==> config.mk <==
export PLATFORM = sky130hd
export DESIGN_NAME = ha_array_accumulator
export DESIGN_NICKNAME = d
export VERILOG_FILES = /design/src/rtl/ha_array_pkg.sv /design/src/rtl/ha_group_weigh.sv /design/src/rtl/ha_array_accumulator.sv
export SDC_FILE = /design/constraint.sdc
export NUM_CORES = 1
export LEC_CHECK = 0
export ABC_AREA = 1
export BUFFER_PORTS_ARGS = -buffer_cell sky130_fd_sc_hd__buf_4
export CELL_PAD_IN_SITES_DETAIL_PLACEMENT = 0
export CELL_PAD_IN_SITES_GLOBAL_PLACEMENT = 1
export CORE_AREA = 2 2 145 147
export CTS_CLUSTER_DIAMETER = 150
export DETAILED_ROUTE_END_ITERATION = 12
export DIE_AREA = 0 0 147 149
export PLACE_DENSITY_LB_ADDON = 0.3
export SLEW_MARGIN = 20
export SYNTH_ARGS = -nofsm -noshare
export SYNTH_HDL_FRONTEND = slang
export SYNTH_SLANG_ARGS = --single-unit
==> constraint.sdc <==
create_clock -name clk -period 3.1 [get_ports clk]
set_input_delay 0.31 -clock clk [delete_from_list [all_inputs] [get_ports clk]]
set_output_delay 0.31 -clock clk [all_outputs]
set_load 0.005 [all_outputs]
==> src/rtl/ha_array_pkg.sv <==
// ---------------------------------------------------------------------------
// ha_array_pkg
// Shared types and constants for the ha_array partial-product interface.
// The generator produces four half-adder-compressed groups. Each group has a
// 7-bit carry row (b) and a 9-bit sum row (t).
// No ports: this is a package only.
// ---------------------------------------------------------------------------
package ha_array_pkg;

    localparam int HA_B_W    = 7;
    localparam int HA_T_W    = 9;
    localparam int HA_GROUPS = 4;
    // Weighted value of one group: max 511 + 127*4 = 1019, so it fits in 11 bits.
    localparam int HA_G_W    = 11;

    typedef struct packed {
        logic [HA_B_W-1:0] b;
        logic [HA_T_W-1:0] t;
    } ha_group_t;

    typedef ha_group_t [HA_GROUPS-1:0] ha_set_t;

    typedef enum logic [1:0] {
        IDLE,
        ACC,
        DONE
    } acc_state_t;

endpackage

==> src/rtl/ha_group_weigh.sv <==
// ---------------------------------------------------------------------------
// ha_group_weigh
// Combinational weighting of one compressed group.
// The result is G = sum t[k]<<k + sum b[k]<<(k+2).
// A carry b[k] comes from the pair at weight k+1, so it lands two places up.
// Ports:
//   grp    in   ha_group_t     carry/sum rows of one group
//   weight out  HA_G_W bits    group value before the 2g group offset
// ---------------------------------------------------------------------------
module ha_group_weigh
    import ha_array_pkg::*;
(
    input  ha_group_t          grp,
    output logic [HA_G_W-1:0]  weight
);

    always_comb begin
        weight = HA_G_W'(grp.t) + (HA_G_W'(grp.b) << 2);
    end

endmodule

==> src/rtl/ha_array_accumulator.sv <==
// ---------------------------------------------------------------------------
// ha_array_accumulator
// This block is the consumer end of the ha_array interface. It captures four
// compressed groups with a valid/ready handshake. It then adds one weighted
// group per cycle. Group g sits at offset 2g. The finished product is
// presented with a valid/ready handshake.
//
// Optional feature macro: HA_ACC_BIAS_EN
//   defined   -> the accumulator starts at BIAS and the result saturates
//                at 2^PROD_W-1.
//   undefined -> the accumulator starts at 0 and prod is the exact sum.
//
// Ports:
//   clk                 in   clock, rising edge
//   rst                 in   synchronous active-high reset
//   in_valid / in_ready in/out  input handshake (in_ready high only in IDLE)
//   ha_array_<g>_b      in   7-bit carry row of group g (g = 0..3)
//   ha_array_<g>_t      in   9-bit sum row of group g (g = 0..3)
//   out_valid/out_ready out/in  output handshake
//   prod                out  PROD_W-bit product, updated on entry to DONE
//   txn_cnt             out  8-bit completed-transaction count (wraps)
// ---------------------------------------------------------------------------
module ha_array_accumulator
    import ha_array_pkg::*;
#(
    parameter int PROD_W = 17,
    parameter int BIAS   = 0
) (
    input  logic              clk,
    input  logic              rst,
    input  logic              in_valid,
    output logic              in_ready,
    input  logic [HA_B_W-1:0] ha_array_0_b,
    input  logic [HA_T_W-1:0] ha_array_0_t,
    input  logic [HA_B_W-1:0] ha_array_1_b,
    input  logic [HA_T_W-1:0] ha_array_1_t,
    input  logic [HA_B_W-1:0] ha_array_2_b,
    input  logic [HA_T_W-1:0] ha_array_2_t,
    input  logic [HA_B_W-1:0] ha_array_3_b,
    input  logic [HA_T_W-1:0] ha_array_3_t,
    output logic              out_valid,
    input  logic              out_ready,
    output logic [PROD_W-1:0] prod,
    output logic [7:0]        txn_cnt
);

`ifdef HA_ACC_BIAS_EN
    // The extra top bit only exists so that overflow past 2^PROD_W-1 can be seen.
    localparam int               ACC_W    = PROD_W + 1;
    localparam logic [ACC_W-1:0] ACC_INIT = ACC_W'(BIAS);
`else
    // Without a bias, the unbiased sum always fits in PROD_W bits.
    localparam int               ACC_W    = PROD_W;
    localparam logic [ACC_W-1:0] ACC_INIT = '0;

    if (BIAS != 0) begin : g_bias_needs_macro
        $error("BIAS is only honoured when HA_ACC_BIAS_EN is defined");
    end
`endif

    acc_state_t        state;
    acc_state_t        state_next;
    ha_set_t           in_set;
    ha_set_t           cap_set;
    logic [2:0]        idx;
    logic [ACC_W-1:0]  acc;
    logic [ACC_W-1:0]  addend;
    logic [HA_G_W-1:0] weight;
    logic [PROD_W-1:0] prod_q;
    logic [7:0]        txn_q;

    // Gather the loose interface rows into one packed set for capture.
    always_comb begin
        in_set[0].b = ha_array_0_b;
        in_set[0].t = ha_array_0_t;
        in_set[1].b = ha_array_1_b;
        in_set[1].t = ha_array_1_t;
        in_set[2].b = ha_array_2_b;
        in_set[2].t = ha_array_2_t;
        in_set[3].b = ha_array_3_b;
        in_set[3].t = ha_array_3_t;
    end

    // A single weighting unit is shared by all groups and muxed by idx.
    ha_group_weigh u_weigh (
        .grp    (cap_set[idx[1:0]]),
        .weight (weight)
    );

    // Place the selected group at its 2*idx offset.
    always_comb begin
        addend = ACC_W'(weight) << {idx[1:0], 1'b0};
    end

    // State register.
    always_ff @(posedge clk) begin
        if (rst) begin
            state <= IDLE;
        end else begin
            state <= state_next;
        end
    end

    // Next-state logic and handshake outputs. in_ready is forced low while
    // reset is asserted.
    always_comb begin
        state_next = state;
        in_ready   = 1'b0;
        out_valid  = 1'b0;
        case (state)
            IDLE: begin
                in_ready = ~rst;
                if (in_valid) begin
                    state_next = ACC;
                end
            end
            ACC: begin
                // idx reaches 4 only after all four groups have been added.
                if (idx == 3'd4) begin
                    state_next = DONE;
                end
            end
            DONE: begin
                out_valid = 1'b1;
                if (out_ready) begin
                    state_next = IDLE;
                end
            end
            default: begin
                state_next = IDLE;
            end
        endcase
    end

    // Datapath.
    // - The set is captured in IDLE.
    // - One group is added per ACC cycle.
    // - The sum is moved to prod on the way into DONE.
    // - Transactions are counted when the output handshake completes.
    always_ff @(posedge clk) begin
        if (rst) begin
            cap_set <= '0;
            idx     <= '0;
            acc     <= '0;
            prod_q  <= '0;
            txn_q   <= '0;
        end else begin
            case (state)
                IDLE: begin
                    if (in_valid) begin
                        cap_set <= in_set;
                        acc     <= ACC_INIT;
                        idx     <= '0;
                    end
                end
                ACC: begin
                    if (idx != 3'd4) begin
                        acc <= acc + addend;
                        idx <= idx + 3'd1;
                    end else begin
`ifdef HA_ACC_BIAS_EN
                        prod_q <= acc[ACC_W-1] ? {PROD_W{1'b1}} : acc[PROD_W-1:0];
`else
                        prod_q <= acc;
`endif
                    end
                end
                DONE: begin
                    if (out_ready) begin
                        txn_q <= txn_q + 8'd1;
                    end
                end
                default: begin
                    idx <= '0;
                end
            endcase
        end
    end

    assign prod    = prod_q;
    assign txn_cnt = txn_q;

endmodule

---- After elaboration in Yosys (flattened, before gate mapping) ----
Index checks and enable logic that the tools add are counted.
word-level totals
  latch bits .............................. 0
  bits in registers ....................... 111
  logic and storage cells ................. 52
  memory bits (writable) .................. 0
  bits of input ports ..................... 68
  memories kept ........................... 0
  memory bits (read-only) ................. 0
  output and inout bits ................... 27
cells by class
  reduce and logical (&&, ||, !) cells .... 8
  multipliers ............................. 0
  equal/unequal tests ..................... 8
  add/sub/neg operators ................... 4
  shift operators ......................... 1
  bitwise logic cells ..................... 3
  muxes and demuxes ....................... 14
  divide/modulo/power cells ............... 0
  $lt $le $gt $ge ......................... 1
operator list
  cell                                                                    number
  17-bit two-way mux                                                      2
  17-bit one-hot mux with 2 select lines                                  1
  16-bit binary-select mux with 2-bit select                              1
  17-bit adder                                                            1
  11-bit by 3-bit << shifter with 17-bit output                           1
  16-bit two-way mux                                                      1
  9-bit by 9-bit adder with 10-bit output                                 1
  3-bit one-hot mux with 3 select lines                                   1
  3-bit AND reduction                                                     3
  8-bit by 1-bit adder with 8-bit output (second input constant)          1
  2-bit != test (second input constant)                                   4
  2-bit two-way mux                                                       3
  3-bit two-way mux                                                       2
  2-bit one-hot mux with 3 select lines                                   1
  2-bit AND reduction                                                     3
  3-bit by 1-bit adder with 3-bit output (second input constant)          1
  3-bit equality test (second input constant)                             1
  2-bit by 3-bit < comparator with 1-bit output (second input constant)   1
  3-bit != test (second input constant)                                   1
  1-bit NOT                                                               3
  2-bit by 1-bit equality test with 1-bit output (second input constant)  1
  2-bit equality test (second input constant)                             1
  2-bit zero test                                                         1
  1-bit two-way mux                                                       2
  2-bit nonzero test                                                      1

---- Logic depth before layout (Yosys ltp) ----
Gate-level depths: netlist of the first run.
  depth after elaboration ................. 7
  mapped depth ............................ 26
  mapped depth without buffers ............ 24

---- Hierarchy ----
From an unflattened synthesis of the first run, not the netlist that was laid out.
unflattened totals
  cell total of the unflattened synthesis .. 901
  area, all modules ....................... 6012.0 um^2
modules (own cells, without submodules)
  module                cells an instance  area each (um^2)  sequential area each (um^2)  instances
  ha_array_accumulator  845                5672.9            2222.1                       1
  ha_group_weigh        56                 339.1             0.0                          1

---- Least setup slack after synthesis of the first run ----
OpenSTA, ideal clock, no wires.
  path kind ............................... register to register
  start ................................... register idx[0]
  end ..................................... register acc[16]
  stages on the path, launching flop included .. 24
  period minus slack after synthesis ...... 3278 ps
  arrival time ............................ 3163 ps
  required time ........................... 2985 ps
  library setup time ...................... 115 ps
  setup slack ............................. -178 ps
  path buffers ............................ 2
  path through ............................ dfxtp_1 inv_1 buf_2 clkbuf_1 o21ai_0 o22ai_1 ha_1 fa_1 nand3_1 nand3_1 nand2_1 nand3_1 nand2_1 nand2_1 o21ai_0 ha_1 nand2_1 inv_1 a21oi_1 nor2_1 nor2_1 nand2_1 a21oi_1 nor2_1
on the way
  cells in the longest elaborated chain, start to end .. 7
  elaborated cells between the ends (all ways) .. 10
  those cells by class .................... add/sub: 2; eq/ne: 2; shift: 1; mux: 4; reduce/logical: 1
ends and longest elaborated chain
  what                                           RTL line                     text
  start: declaration                             ha_array_accumulator.sv:65   logic [2:0] idx;
  start signal: assignment                       ha_array_accumulator.sv:159  idx <= idx + 3'd1;
  16-bit binary-select mux with 2-bit select     ha_array_accumulator.sv:86   .grp (cap_set[idx[1:0]]),
  16-bit two-way mux (not written as such)       ha_array_accumulator.sv:86
  9-bit by 9-bit adder with 10-bit output        ha_group_weigh.sv:18         weight = HA_G_W'(grp.t) + (HA_G_W'(grp.b) << 2);
  11-bit by 3-bit << shifter with 17-bit output  ha_array_accumulator.sv:92   addend = ACC_W'(weight) << {idx[1:0], 1'b0};
  17-bit adder                                   ha_array_accumulator.sv:158  acc <= acc + addend;
  17-bit two-way mux                             ha_array_accumulator.sv:157  if (idx != 3'd4) begin
  17-bit one-hot mux with 2 select lines         ha_array_accumulator.sv:148  case (state)
  end signal: assignment                         ha_array_accumulator.sv:158
  end: declaration                               ha_array_accumulator.sv:66   logic [ACC_W-1:0] acc;
Several ways; a longest one is shown, not always the timed one. The select of a mux whose other input is x is not followed.
A chain may end at the register's enable or synchronous reset.

---- Final worst setup path of the first run ----
  start ................................... register idx[1]
  end ..................................... register acc[16]
Same word-level chain as after synthesis.

==> impl_metrics.tcl, run 1 <==
set metrics [dict create \
    cts_hold_buf 0 \
    worst_pin_slew_ns 0.663 \
    synth.avg_cell_area_um2 6.77 \
    path_class "register to register" \
    synth_largest_area_cell "dfxtp_1" \
    finalSetupViolCount 5 \
    crit_family "compound AO/OA/AOI/OAI gates" \
    cts_root_buf "clkbuf_16" \
    worstSkewPairLatency_ns 0.36 \
    synthTopCellsByArea "dfxtp_1 37%, nor2_1 14%, o21ai_0 11%" \
    overflow 0 \
    sw_frac_of_total_pct 35.0 \
    dp_slack_ns -0.537 \
    die_h_um 149 \
    gp_congestion 0.805 \
    yosysTopAreaCellShare_pct 37.3 \
    port_buffers 94 \
    final_antenna_net_count 0 \
    fin_ws_ns -0.0800 \
    cts.sinks 111 \
    path_buf_inv 3 \
    critPathMaxFanout 10 \
    core_um2 20600 \
    cts_tree "done" \
    ys_ff_latch 111 \
    drc 0 \
    first_pass_iters 4 \
    final_area_um2 8320 \
    hold_viol 0 \
    yosys-top-cells-count "218 x nor2_1, 134 x o21ai_0, 131 x nand2_1, 111 x dfxtp_1, 68 x inv_1" \
    synth_fp_nets 977 \
    violations "negative setup slack" \
    grt_pass1_vias 5784 \
    rsz0062_at_grt "yes" \
    hp-class "input port to register" \
    slowest_stage "dfxtp_2" \
    slowest_delay_ns 0.37 \
    endpoint_kind "register" \
    ir_drop_mv 0.259 \
    finClkSkew_ns 0.00719 \
    startpoint_type "register" \
    synth.distinct_cells 41 \
    combinationalPowerShare_pct 34.8 \
    clkTransAtPathRegs_ns 0.08 \
    nFillCells 2256 \
    ios 95 \
    ctsHtreeMaxLevel 3 \
    power.leakage_uw 0.00381 \
    crit_required_ns 3.37 \
    pwr-share-seq_pct 37.6 \
    switchingPower_uw 1490 \
    synth_area_um2 5960 \
    wl_per_cell_um 13.9 \
    layout_min_cycle_time_ns 3.18 \
    post-route-period-util_pct 103 \
    outcome "complete, but fails checks" \
    dp.cells 1252 \
    dpl_cell_area_um2 7160 \
    die_w_um 147 \
    synth_async_sr_flop_share_pct 0 \
    synth_warnings 0 \
    antenna_found_initial 0 \
    wirelength_um 17900 \
    ys.flop_type "dfxtp_1" \
    relSlewSlack_pct 55.8 \
    grt_max_degree 66 \
    dr.first_iter.drc_count 246 \
    cts_made_buffers 9 \
    power_density_nw_per_um2 510 \
    fmaxAchievable_mhz 314 \
    vias 5895 \
    initial_core_util_pct 29.0 \
    syn_to_final_growth_pct 39.5 \
    intPower_uw 2760 \
    num_rows 53 \
    max-clock-path-buffers 2 \
    slew_violations 0 \
    drive_above_1_share_pct 32.9 \
    ys_seq_area_share_pct 37.3 \
    vias_per_cell 4.59 \
    fp.dieArea_um2 21900 \
    dp_hpwl_um 12800 \
    finalNetCount 1100 \
    path_cells "buf_4 -> o21ai_1 -> o22ai_1 -> ha_1 -> nand2_1 -> inv_2 -> a21oi_4 -> nor2_4 -> o21ai_4 -> buf_6 -> nor2_1 -> ha_1 -> a21oi_2 -> o21ai_1 -> nor2_2 -> nand2_2 -> a21oi_2 -> nor2_1" \
    max-cap-violations 0 \
    layout.cells.non_filler 1284 \
    yosysMostFrequentCell "nor2_1" \
    diodes 0 \
    cp.arrival_ns 3.45 \
    grt_use_total_pct 16.5 \
    synthCells 881 \
    p_clk_share_pct 27.6 \
    grt_pass1_wl_um 28900 \
    synth_edf_count 0 \
]
## worst paths after layout
path,start,slack [ns],depth (start not counted),to
worst max-delay path,idx[1],-0.08,18,acc[16]
worst min-delay path,ha_array_3_t[4],0.16,3,cap_set[52]
worst max register to register,idx[1],-0.08,18,acc[16]
worst min register to register,txn_cnt[7],0.47,2,txn_cnt[7]
## cell usage in the layout, fill, tap and decap left out, types with 3 or more instances in the layout
master     netlist  routed
a21oi_1         43      29
a21oi_2          0      13
buf_12           1       3
buf_4            8     145
buf_6            2       5
clkbuf_16        0       9
clkinv_4         0       3
dfxtp_1        111     109
ha_1            26      12
ha_4             0      13
inv_1           68      56
inv_2            3      14
inv_6            2       3
nand2_1        131      96
nand2_2          3      33
nand2_4          2       7
nand3_1         41      24
nand3_2          0      15
nor2_1         218     202
nor2_2           0      10
nor2_4           4      10
nor3_2           0       4
o21ai_0        134     105
o21ai_1          0      12
o21ai_2          0      11
o21ai_4          0       6
o22ai_1         14       7
o22ai_2          0       7
xor2_1           3       3
## cell type report
| type | count | area [um^2] | share of cell area (%) |
|---|---|---|---|
| clock buffers | 9 | 225 | 2.71 |
| clock inverters | 7 | 67.6 | 0.812 |
| inverters | 74 | 293 | 3.52 |
| multi-input cells | 651 | 3900 | 46.8 |
| flip-flops and latches | 111 | 2230 | 26.8 |
| well taps | 275 | 344 | 4.13 |
| repair buffers | 157 | 1270 | 15.2 |
## repair_timing
action	in CTS	in global routing
gates resized for setup	90	112
endpoints found under the setup margin	13	13
pin swaps	38	55
buffers inserted	12	4
gates cloned	2	0
## sequential cells by signal, summed over array words and instances (netlist names)
register / flops
acc: 17
cap_set: 64
idx: 3
prod: 17
state: 2
txn_cnt: 8
## kinds of logic after synthesis
group | count (synthesis) | synth area share, %
simple gates | 417 | 29.3
compound gates | 202 | 17.7
buf+inv | 119 | 8.98
flops | 111 | 37.3
fa+ha+maj | 28 | 6.13
xor+xnor | 4 | 0.587
## metrics by stage
stage	setup TNS (ns)	total power, uW	utilization [%]	hold slack, ns
after detailed placement	-3.78	2730	34.8	0.466
final	-0.223	4240	40.5	0.163
after global routing	-2.32	4500	40.5	0.156
after floorplan	-0.0109	2290	-	0.445
after global placement	-3.28	2730	34.8	0.465
after CTS	-0.791	4070	38.2	0.151
## worst min-delay path, cell delays in order
cell and delay (ns):
buf_4 0.08, nor2_1 0.03, nor2_1 0.08
## routing by layer
layer	vias up	routed length (um)	track usage [%]
met4	0	348	5.38
li1	3117	-	-
met5	-	0	0
met1	2676	8380	21.4
met2	82	8610	28.0
met3	20	538	2.69
## power groups by stage
stage                     clock network (uW)  logic, uW  registers, uW
after floorplan                            0        707           1590
after global placement                     0       1110           1620
after detailed placement                   0       1110           1620
after CTS                               1200       1280           1590
after global routing                    1260       1640           1610
final                                   1170       1480           1600
(Power assumes the default switching activity.)
==> run 2: changes to the inputs <==
==> constraint.sdc (replaced) <==
create_clock -name clk -period 2.6 [get_ports clk]
set_input_delay 0.26 -clock clk [delete_from_list [all_inputs] [get_ports clk]]
set_output_delay 0.26 -clock clk [all_outputs]
set_load 0.005 [all_outputs]
==> run 2 against run 1 <==
The run still ends with negative setup slack left. Clock skew is 0.0028 ns higher. Combinational power is 27% higher. Non-clock buffer count is 8 higher. Highest routed layer unchanged. Register-to-register slack worse by 0.45 ns. Final area is 0.89% higher. Sequential share of layout area is 0.24 points lower. Critical path type unchanged.
==> impl_metrics.tcl, run 2 (synthesis gave the netlist of run 1 again) <==
set metrics [dict create \
    slew_violations 0 \
    die_w_um 147 \
    wirelength_um 17600 \
    hold_slack_ns 0.114 \
    largest_reg_flops 64 \
    final_antenna_net_count 0 \
    violations "negative setup slack" \
    antenna_found_initial 0 \
    power.leakage_uw 0.00384 \
    worst_pin_slew_ns 0.593 \
    post-route-period-util_pct 120 \
    layout_min_cycle_time_ns 3.13 \
    regMostFlops "cap_set" \
    max-clock-path-buffers 2 \
    cts.sinks 111 \
    relSlewSlack_pct 60.5 \
    finalNetCount 1108 \
    layout_common_cells "205 x nor2_1, 154 x buf_4, 109 x dfxtp_1" \
    total_power_uw 5180 \
    startpoint_type "register" \
    grt_max_degree 66 \
    fp.dieArea_um2 21900 \
    max-cap-violations 0 \
    grt_pass1_vias 5762 \
    grt_use_met2_pct 27.1 \
    rsz0062_at_grt "yes" \
    port_buffers 94 \
    endpoint_kind "register" \
    layout_commonest_cell "nor2_1" \
    grt-busiest-layer "met2" \
    diodes 0 \
    syn_to_final_growth_pct 40.8 \
    dp_hpwl_um 12800 \
    ctsHtreeMaxLevel 3 \
    overflow 0 \
    finClkSkew_ns 0.0100 \
    crit_required_ns 2.90 \
    hp-class "input port to register" \
    vias 5931 \
    worstSkewPairLatency_ns 0.36 \
    cp.arrival_ns 3.42 \
    finalSetupViolCount 14 \
    cts_root_buf "clkbuf_16" \
    drc 0 \
    initial_core_util_pct 29.0 \
    grt_use_total_pct 16.1 \
    met3_usage_pct 2.08 \
    wl_per_cell_um 13.6 \
    cts_tree "done" \
    grt_pass1_wl_um 28300 \
    core_um2 20600 \
    ios 95 \
    clkTransAtPathRegs_ns 0.08 \
    drive_above_1_share_pct 33.5 \
    hold_viol 0 \
    num_rows 53 \
    gr-usage-met1_pct 21.5 \
    power_density_nw_per_um2 617 \
    first_pass_iters 5 \
    ir_drop_mv 0.356 \
    fin_ws_ns -0.527 \
    vias_per_cell 4.59 \
    die_h_um 149 \
    fmaxAchievable_mhz 320 \
    path_class "register to register" \
    critPathMaxFanout 21 \
    outcome "complete, but fails checks" \
    gp_congestion 0.808 \
    dr.first_iter.drc_count 233 \
    cts_made_buffers 9 \
]
[run 2: cell types whose count changed in the layout (fill, tap and decap cells not counted), moves of 2 or more]
cell      delta
nor2_1       +3
or2_4        +2
clkinv_4     -2
o22ai_2      -2
inv_6        +3
buf_4        +9
nor2_2       -3
inv_1        -2
nand3_1      +2
[run 2: per-layer routing]
metal	up-vias	wire [um]	share of wire, %
met5	-	0	0
met4	0	268	1.5
met3	17	394	2.2
met2	64	8330	47
met1	2724	8600	49
li1	3126	-	-
[run 2: repair_timing]
action | CTS | global route
setup buffers | 22 | 6
pin swaps | 66 | 49
hold buffers | 0 | 0
gates resized for setup | 107 | 73
cloned | 1 | 0
setup endpoints to repair | 14 | 15
[run 2: path summary, 6_finish.rpt]
kind                                       from           to  slack, ns  cells past startpoint
worst max-delay path                     idx[0]      acc[13]      -0.53                     20
worst max register to register           idx[0]      acc[13]      -0.53                     20
worst min register to register       txn_cnt[7]   txn_cnt[7]       0.48                      2
worst min-delay path            ha_array_2_t[4]  cap_set[36]       0.11                      3
[run 2: worst max-delay path: stages (launching register included)]
cell,delay [ns]
dfxtp_4,0.43
inv_8,0.08
o21ai_1,0.17
o22ai_2,0.11
ha_2,0.20
fa_2,0.37
nand3_2,0.09
nand3_2,0.08
nand2_2,0.08
a21o_1,0.14
nand2_1,0.07
nand2_2,0.11
o21ai_4,0.07
ha_4,0.32
nand2_4,0.07
buf_4,0.13
nor3_2,0.13
nand2_1,0.09
nand3_1,0.09
nand3_1,0.09
a21oi_2,0.14
[run 2: layout make-up]
cell class / instances / area, um^2
fill: 2197 / 12200
multi-input combinational: 651 / 3900
sequential: 111 / 2230
timing repair buffer: 165 / 1320
tap: 275 / 344
inverter: 74 / 300
clock buffer: 10 / 239
clock inverter: 6 / 60.1
[run 2: where the power goes]
part | internal [uW] | switching (uW) | leakage [uW]
Sequential | 1810 | 102 | 0.000912
Clock | 701 | 692 | 0.000147
Combinational | 885 | 993 | 0.00278
Total | 3400 | 1790 | 0.00384
[run 2: through the flow]
stage	instances	setup WS [ns]	util [%]	instance area [um^2]	TNS [ns]
6_report	1292	-0.527	40.8	8400	-5.76
5_1_grt	1292	-0.766	40.8	8400	-8.46
4_1_cts	1287	-0.518	39.3	8070	-5.86
3_5_place_dp	1248	-0.730	34.9	7180	-7.30
3_3_place_gp	1248	-0.672	34.9	7180	-6.91
2_1_floorplan	881	-0.443	-	6080	-4.23
==> run 3: changes to the inputs <==
--- a/config.mk
+++ b/config.mk
@@ -10,9 +10,9 @@
 export CELL_PAD_IN_SITES_DETAIL_PLACEMENT = 0
 export CELL_PAD_IN_SITES_GLOBAL_PLACEMENT = 1
 export CORE_AREA = 2 2 145 147
-export CTS_CLUSTER_DIAMETER = 150
 export DETAILED_ROUTE_END_ITERATION = 12
 export DIE_AREA = 0 0 147 149
+export GPL_TIMING_DRIVEN = 0
 export PLACE_DENSITY_LB_ADDON = 0.3
 export SLEW_MARGIN = 20
 export SYNTH_ARGS = -nofsm -noshare
==> constraint.sdc (replaced) <==
create_clock -name clk -period 2.9 [get_ports clk]
set_input_delay 0.29 -clock clk [delete_from_list [all_inputs] [get_ports clk]]
set_output_delay 0.29 -clock clk [all_outputs]
set_load 0.005 [all_outputs]
==> run 3 against run 2 <==
The flow still finishes with violations (negative setup slack). Cell count stayed put. Wire length grew 7.9%. Combinational power down 17%. Non-clock buffer count did not move. Critical path type unchanged. Critical endpoint unchanged. Largest power group unchanged. Highest routed layer unchanged.
==> impl_metrics.tcl, run 3 (synthesis gave the netlist of run 1 again) <==
set metrics [dict create \
    outcome "complete, but fails checks" \
    violations "negative setup slack" \
    path_class "register to register" \
    dp_hpwl_um 14200 \
    finalSetupViolCount 13 \
    hp-start "ha_array_2_b[1]" \
    tns_ns -3.58 \
    rsz0062_at_grt "yes" \
    total_power_uw 4520 \
    max-cap-violations 0 \
    clkTransAtPathRegs_ns 0.07 \
    dr.first_iter.drc_count 247 \
    finClkSkew_ns 0.00852 \
    fin_ws_ns -0.387 \
    worstReg2RegStart "idx[0]" \
    ios 95 \
    grt_max_degree 19 \
    cp.arrival_ns 3.51 \
    overflow 0 \
    layout_commonest_cell "nor2_1" \
    endpoint_kind "register" \
    hold_depth 3 \
    relSlewSlack_pct 46.2 \
    first_pass_iters 4 \
    die_h_um 149 \
    cts.sinks 111 \
    worstSkewPairLatency_ns 0.36 \
    vias_per_cell 4.57 \
    r2r-end "acc[13]" \
    drc 0 \
    nFillCells 2209 \
    cts_root_buf "clkbuf_16" \
    core_um2 20600 \
    drive_above_1_share_pct 30.5 \
    startpoint_type "register" \
    num_rows 53 \
    ir_drop_mv 0.295 \
    layout_min_cycle_time_ns 3.29 \
    seq_area_um2 2230 \
    regMostFlops "cap_set" \
    antenna_found_initial 0 \
    gp_congestion 0.835 \
    grt_pass1_vias 5909 \
    cts_hold_buf 0 \
    fp.dieArea_um2 21900 \
    cts_tree "done" \
    hold_viol 0 \
    max-clock-path-buffers 2 \
    hp-class "input port to register" \
    slew_violations 0 \
    min_to "cap_set[42]" \
    wirelength_um 19000 \
    critPathMaxFanout 8 \
    wl_per_cell_um 14.7 \
    finalNetCount 1108 \
    multi_input_area_um2 3800 \
    largest_reg_flops 64 \
    port_buffers 94 \
    worst-r2r-setup-slack_ns -0.39 \
    fmaxAchievable_mhz 304 \
    diodes 0 \
    grt_pass1_wl_um 30600 \
    power.leakage_uw 0.00381 \
    initial_core_util_pct 29.0 \
    dp_slack_ns -0.928 \
    syn_to_final_growth_pct 38.9 \
    power_density_nw_per_um2 545 \
    grt_use_total_pct 17.7 \
    final_antenna_net_count 0 \
    dp.cells 1250 \
    reg2reg_depth 22 \
    layout.cells.non_filler 1292 \
    worst_pin_slew_ns 0.806 \
    dpl_cell_area_um2 7100 \
    layout_common_cells "205 x nor2_1, 125 x buf_4, 110 x dfxtp_1" \
    ctsHtreeMaxLevel 3 \
    die_w_um 147 \
    final_area_um2 8280 \
    post-route-period-util_pct 113 \
    vias 5902 \
    cts_made_buffers 9 \
    crit_required_ns 3.12 \
]
[run 3: report_power, final]
group	internal, uW	switching [uW]	total, uW
combinational	694	867	1560
clock	638	609	1250
sequential	1620	85.6	1710
[run 3: worst max path at each step]
stage,startpoint,end,slack (ns)
global route,idx[0],acc[15],-0.56
CTS,idx[0],acc[14],-0.38
floorplan,idx[0],acc[16],-0.14
finish,idx[0],acc[13],-0.39
global placement,idx[0],acc[14],-0.99
detailed placement,idx[0],acc[14],-0.93
[run 3: worst max-delay path: stages (launching register included)]
cell,delay [ns]
dfxtp_4,0.37
buf_8,0.13
clkbuf_16,0.16
o21ai_4,0.13
o22ai_2,0.11
ha_2,0.21
fa_2,0.38
nand3_2,0.09
nand3_2,0.08
nand2_2,0.09
a21o_1,0.15
nand2_1,0.08
nand2_2,0.10
o21ai_4,0.07
ha_4,0.33
nand2_4,0.06
buf_4,0.13
nor3_2,0.13
nand2_1,0.10
nand2_1,0.07
nand2_1,0.06
nand3_2,0.08
a21oi_2,0.06
[run 3: final cells by class]
class | instances | area share (%)
Buffer | 44 | 4.53
Clock buffer | 11 | 3.05
Clock inverter | 5 | 0.468
Inverter | 74 | 3.57
Multi-Input combinational cell | 651 | 45.9
Sequential cell | 111 | 26.9
Tap cell | 275 | 4.15
Timing Repair Buffer | 121 | 11.4
[run 3: repair_timing]
item,CTS,global route
setup endpoints to repair,13,14
pin swaps,31,34
buffers inserted,18,6
resized for setup,123,54
gates cloned,2,1
[run 3: through the flow]
stage | utilization, % | hold slack, ns
2_1_floorplan | - | 0.425
3_5_place_dp | 34.6 | 0.470
4_1_cts | 39.2 | 0.134
6_report | 40.3 | 0.146
5_1_grt | 40.3 | 0.143
3_3_place_gp | 34.6 | 0.456
[run 3: layer usage]
metal / track usage [%] / part of all wire, % / vias up
li1: - / - / 3132
met1: 22.2 / 47 / 2671
met2: 31.5 / 49 / 85
met3: 2.45 / 2.4 / 14
met4: 5.38 / 1.5 / 0
met5: 0 / 0 / -
